**src/rtl/hazard_scoreboard.sv**
```systemverilog
// hazard_scoreboard: stall/flush/forward control for a 5-stage pipeline with a multicycle divide FSM.
// Define HAZARD_FWD_EN for EX-stage forwarding; otherwise RAW hazards stall.
module hazard_scoreboard #(
    parameter int NUM_REGS = 32,
    parameter int ADDR_W   = 5,
    parameter int DIV_LAT  = 8,
    parameter int CNT_W    = 32
) (
    input  logic              clk_i,
    input  logic              rst_ni,
    input  logic [ADDR_W-1:0] id_rs1_addr_i,
    input  logic [ADDR_W-1:0] id_rs2_addr_i,
    input  logic [ADDR_W-1:0] ex_rs1_addr_i,
    input  logic [ADDR_W-1:0] ex_rs2_addr_i,
    input  logic [ADDR_W-1:0] ex_rd_addr_i,
    input  logic              ex_reg_we_i,
    input  logic              ex_mem_read_i,
    input  logic              ex_div_start_i,
    input  logic [ADDR_W-1:0] mem_rd_addr_i,
    input  logic              mem_reg_we_i,
    input  logic              mem_req_i,
    input  logic              dmem_ack_i,
    input  logic [ADDR_W-1:0] wb_rd_addr_i,
    input  logic              wb_reg_we_i,
    input  logic              pc_src_e_i,
    output logic              stall_f_o,
    output logic              stall_d_o,
    output logic              stall_e_o,
    output logic              stall_m_o,
    output logic              flush_d_o,
    output logic              flush_e_o,
    output logic              flush_m_o,
    output logic              flush_w_o,
    output logic [1:0]        fwd_a_o,
    output logic [1:0]        fwd_b_o,
    output logic              div_done_o,
    output logic              busy_o,
    output logic [CNT_W-1:0]  stall_cnt_o
);
    localparam int DW = $clog2(DIV_LAT);
    typedef enum logic [1:0] {IDLE, DIV_BUSY, DIV_DONE} state_t;
    state_t state, state_nx;
    logic [DW-1:0] cnt, cnt_nx;
    logic [CNT_W-1:0] stall_cnt;
    logic mem_wait, hz, div_stall, cnt_zero;
    assign mem_wait = mem_req_i && !dmem_ack_i;
    assign cnt_zero = cnt == '0;
`ifdef HAZARD_FWD_EN
    logic unused_sig;
    assign unused_sig = ^{ex_reg_we_i, 1'(ADDR_W == $clog2(NUM_REGS))};
    assign fwd_a_o = (mem_reg_we_i && mem_rd_addr_i != '0 && mem_rd_addr_i == ex_rs1_addr_i) ? 2'b10 :
                     (wb_reg_we_i && wb_rd_addr_i != '0 && wb_rd_addr_i == ex_rs1_addr_i) ? 2'b01 : 2'b00;
    assign fwd_b_o = (mem_reg_we_i && mem_rd_addr_i != '0 && mem_rd_addr_i == ex_rs2_addr_i) ? 2'b10 :
                     (wb_reg_we_i && wb_rd_addr_i != '0 && wb_rd_addr_i == ex_rs2_addr_i) ? 2'b01 : 2'b00;
    assign hz = ex_mem_read_i && ex_rd_addr_i != '0 &&
                (ex_rd_addr_i == id_rs1_addr_i || ex_rd_addr_i == id_rs2_addr_i);
`else
    logic unused_sig, raw1, raw2;
    assign unused_sig = ^{ex_rs1_addr_i, ex_rs2_addr_i, ex_mem_read_i, 1'(ADDR_W == $clog2(NUM_REGS))};
    assign fwd_a_o = 2'b00;
    assign fwd_b_o = 2'b00;
    // Without forwarding, any in-flight writer of an ID source is a hazard
    assign raw1 = id_rs1_addr_i != '0 && ((ex_reg_we_i && ex_rd_addr_i == id_rs1_addr_i) ||
                  (mem_reg_we_i && mem_rd_addr_i == id_rs1_addr_i) || (wb_reg_we_i && wb_rd_addr_i == id_rs1_addr_i));
    assign raw2 = id_rs2_addr_i != '0 && ((ex_reg_we_i && ex_rd_addr_i == id_rs2_addr_i) ||
                  (mem_reg_we_i && mem_rd_addr_i == id_rs2_addr_i) || (wb_reg_we_i && wb_rd_addr_i == id_rs2_addr_i));
    assign hz = raw1 || raw2;
`endif
    assign div_stall = (state == IDLE && ex_div_start_i) || (state == DIV_BUSY && !cnt_zero);
    always_comb begin
        state_nx = state;
        cnt_nx = cnt;
        case (state)
            IDLE: begin
                state_nx = ex_div_start_i ? DIV_BUSY : IDLE;
                cnt_nx = ex_div_start_i ? DW'(DIV_LAT - 2) : cnt;
            end
            DIV_BUSY: begin
                cnt_nx = cnt_zero ? cnt : cnt - DW'(1);
                state_nx = !cnt_zero ? DIV_BUSY : mem_wait ? DIV_DONE : IDLE;
            end
            DIV_DONE: state_nx = mem_wait ? DIV_DONE : IDLE;
            default: state_nx = IDLE;
        endcase
    end
    always_ff @(posedge clk_i or negedge rst_ni) begin
        if (!rst_ni) begin
            state <= IDLE;
            cnt <= '0;
            stall_cnt <= '0;
        end else begin
            state <= state_nx;
            cnt <= cnt_nx;
            stall_cnt <= stall_cnt + CNT_W'(stall_f_o);
        end
    end
    // A taken branch discards the hazarding ID instruction, so it overrides the hazard stall
    assign flush_d_o   = pc_src_e_i && !mem_wait && state != DIV_BUSY;
    assign stall_f_o   = mem_wait || div_stall || (hz && !flush_d_o);
    assign stall_d_o   = stall_f_o;
    assign stall_e_o   = mem_wait || div_stall;
    assign stall_m_o   = mem_wait;
    assign flush_e_o   = hz || flush_d_o;
    assign flush_m_o   = div_stall;
    assign flush_w_o   = mem_wait;
    assign div_done_o  = !mem_wait && ((state == DIV_BUSY && cnt_zero) || state == DIV_DONE);
    assign busy_o      = state != IDLE;
    assign stall_cnt_o = stall_cnt;
endmodule

```
**config.mk**
```make
export PLATFORM = sky130hd
export DESIGN_NAME = hazard_scoreboard
export DESIGN_NICKNAME = d
export VERILOG_FILES = /design/src/rtl/hazard_scoreboard.sv
export SDC_FILE = /design/constraint.sdc
export NUM_CORES = 1
export LEC_CHECK = 0
export CAP_MARGIN = 20
export CORE_UTILIZATION = 43
export DETAILED_ROUTE_END_ITERATION = 10
export GPL_ROUTABILITY_DRIVEN = 1
export PLACE_DENSITY = 0.83
export SLEW_MARGIN = 0
export SYNTH_ARGS = -nofsm -noshare
export SYNTH_HDL_FRONTEND = slang
export SYNTH_SLANG_ARGS = --single-unit
```
**constraint.sdc**
```tcl
create_clock -name clk_i -period 3.2 [get_ports clk_i]
set_input_delay 0.64 -clock clk_i [delete_from_list [all_inputs] [get_ports clk_i]]
set_output_delay 0.64 -clock clk_i [all_outputs]
set_load 0.02 [all_outputs]
```
==> out/qor.yml <==
run_status:
  run_status: "finished clean"
power:
  vdd.ir_drop.worst_mv: 0.254
  p_per_area_nw_per_um2: 489
  power.static_leakage_uw: 0.00155
floorplanning:
  std_cell_rows: 25
  dieWidth_um: 72.5
  floorplan.die.height_um: 72.5
  initial_util: 0.450
  placeable_core_region_um2: 4750
  io_pins: 91
  die_area_um2: 5260
setup_path:
  timing.critical_path.arrival_ns: 2.45
  cp_slowest_stage_delay_ns: 0.52
  critical_path.cell_chain: "dlygate4sd2_1 > or4_4 > nor2_4 > nor3_2 > buf_4 > nor4_1 > o221ai_1 > buf_2"
  criticalPathCategory: "input port to output port"
  timing.critical_path.from_type: "input port"
  endpoint_kind: "output port"
  critical_path_peak_fanout: 3
  critPathRequiredTime_ns: 2.56
  worst-r2r-cell-count: 14
  timing.critical_path.slowest_stage_cell: "sky130_fd_sc_hd__or4_4"
routing:
  detail-route-antenna-nets: 0
  drc_viols: 0
  vias: 2001
  detail_route.vias_per_cell: 4.98
  1st_iter_drt_viols: 69
  firstDrtPassIters: 4
  routed_wire_length_per_instance_um: 13.2
  postRouteWirelength_um: 5310
clocking:
  root_buffer: "sky130_fd_sc_hd__clkbuf_8"
  htreeDepth: 2
  cts_hold_buf: 0
  largest_buffer_count_on_any_clock_path: 2
  clock_insertion_delay_worst_skew_ns: 0.28
  cts_num_sinks: 37
  cts.reportedPaths.clkPinSlew_ns: 0.08
  number_of_buffers_created_by_cts: 5
  cts_tree: "built"
run:
  drv.max_cap_violation_count: 0
layout:
  insertedDiodeCount: 0
  nets: 383
  post-route-cell-area_um2: 3450
  ff_latch_area_um2: 926
  area.growth.synth_to_final_pct: 61.3
  fin_util: 0.725
  final_layout_size_suffix_gt1_frac: 0.215
  nFillCells: 357
  multi_input_area_um2: 1280
yosys:
  synth_edf_count: 0
  postSynth.asyncResetShare: 1.00
  yosys.cell_types.count: 30
  ys_seq_elements: 37
  syn_area_per_cell_um2: 9.76
  dominantRegCellSynth: "sky130_fd_sc_hd__dfrtp_1"
  synthesis.area_um2: 2140
  synth-warning-count: 0
  synth_sequential_area_ratio: 0.433
  synthCells: 219
hold_path:
  worst_hold_path.num_cells: 1
  holdCritPathClass: "register to register"
sta:
  achievable-frequency_mhz: 324
  final.period_utilization: 0.965
  hold_viol: 0
  setup_viol: 0
  timing.final.crit_period_ns: 3.09
  timing.clock.skew_ns: 0.00456
  finalSetupTns_ns: 0
  maxSlewViolCount: 0
placed_design:
  dpl_cell_area_um2: 3250
  placement.io_buffers: 75
  gp_congestion: 0.864
  dpl.hpwl_um: 4160
grt:
  largest_net_degree_at_the_start_of_global_routing: 38
  grt_remaining_overflow: 0
  initial_antenna_violation_count: 0
  global_route_wire_length_before_repair_um: 8610
  grt_use_total: 0.212
  via_count_of_the_first_global_routing_pass: 1917
[repair_timing]
action / CTS / global route
endpoints found under the setup margin: 14 / 24
gates cloned: 0 / 0
resized for setup: 26 / 16
setup buffers: 3 / 1
endpoints found under the hold margin: 0 / 0
pin swaps: 9 / 15
[power by group]
group | internal [µW] | switching, µW
clock network | 150 | 167
logic | 376 | 356
registers | 542 | 97.4
total | 1070 | 620
[cells in the mapped netlist, drive strengths merged (2+ instances only)]
master,number,area share
clkbuf,2,0.0035
and3,7,0.020
ha,4,0.023
inv,7,0.012
nor3,7,0.016
xnor2,38,0.16
nor2b,3,0.0088
a21oi,4,0.0094
a22oi,2,0.0070
nand2,15,0.026
nor2,15,0.028
o21ai,6,0.014
nand3,13,0.030
nor4,5,0.015
or4,2,0.0070
buf,6,0.021
xor2,22,0.090
nand4,12,0.035
dfrtp,37,0.43
and4,3,0.012
[cell families after synthesis]
| kind of cell | Yosys count | share of synthesized area |
|---|---|---|
| AND/OR/NAND/NOR | 85 | 0.209 |
| XOR/XNOR | 60 | 0.246 |
| flip-flops | 37 | 0.433 |
| AO/OA/AOI/OAI | 16 | 0.0451 |
| buffers and inverters | 15 | 0.0369 |
| adder cells (fa/ha/maj) | 4 | 0.0234 |
| other | 1 | 0.00175 |
| multiplexers | 1 | 0.00468 |
[path summary, 6_finish.rpt]
check,from,endpoint,slack [ns]
worst min register to register,stall_cnt_o[31],stall_cnt_o[31],0.48
max in group asynchronous,rst_ni,stall_cnt_o[18],2.10
worst min-delay path,stall_cnt_o[31],stall_cnt_o[31],0.48
worst max-delay path,id_rs1_addr_i[2],flush_e_o,0.11
worst max register to register,cnt[0],stall_cnt_o[30],0.57
min in group asynchronous,rst_ni,stall_cnt_o[22],0.77
[registers in the layout, indices dropped and copies added (netlist names)]
register	cells
cnt	3
state	2
stall_cnt_o	32
[cells in the final DEF (no fill, tap or decap), drive strengths merged, types with 7 or more instances in the layout]
cell	netlist	routed
nand3	13	13
clkdlybuf4s50	0	61
buf	6	41
nor3	7	7
dfrtp	37	37
nand4	12	12
and3	7	7
nand2	15	15
inv	7	7
xnor2	38	38
nor2	15	15
dlymetal6s2s	0	8
xor2	22	22
[metrics by stage]
step | power [µW] | instances | hold slack [ns] | worst slack (ns)
2_1_floorplan | 1020 | 222 | 0.344 | 0.00287
3_3_place_gp | 1330 | 390 | 0.455 | -0.391
3_5_place_dp | 1360 | 390 | 0.481 | -0.406
4_1_cts | 1690 | 401 | 0.489 | 0.0424
5_1_grt | 1800 | 402 | 0.506 | -0.0109
6_report | 1690 | 402 | 0.485 | 0.111
[area by class of cell]
cell class / instances / area share
Clock buffer: 5 / 0.0200
Clock inverter: 3 / 0.00508
Inverter: 7 / 0.00762
Multi-Input combinational cell: 170 / 0.370
Sequential cell: 37 / 0.269
Tap cell: 67 / 0.0243
Timing Repair Buffer: 113 / 0.304
[routing by layer]
layer	global-route usage	wire, µm	vias up
met1	0.247	2170	933
met2	0.388	2700	78
met3	0.0431	318	11
li1	-	-	979
met5	0	0	-
met4	0.0675	117	0
[worst max-delay path, delay by kind of cell]
family / cells / cell delay [ns]
AND/OR/NAND/NOR: 4 / 1.05
AO/OA/AOI/OAI: 1 / 0.19
buffers and inverters: 3 / 0.57
(Power assumes the default switching activity.)
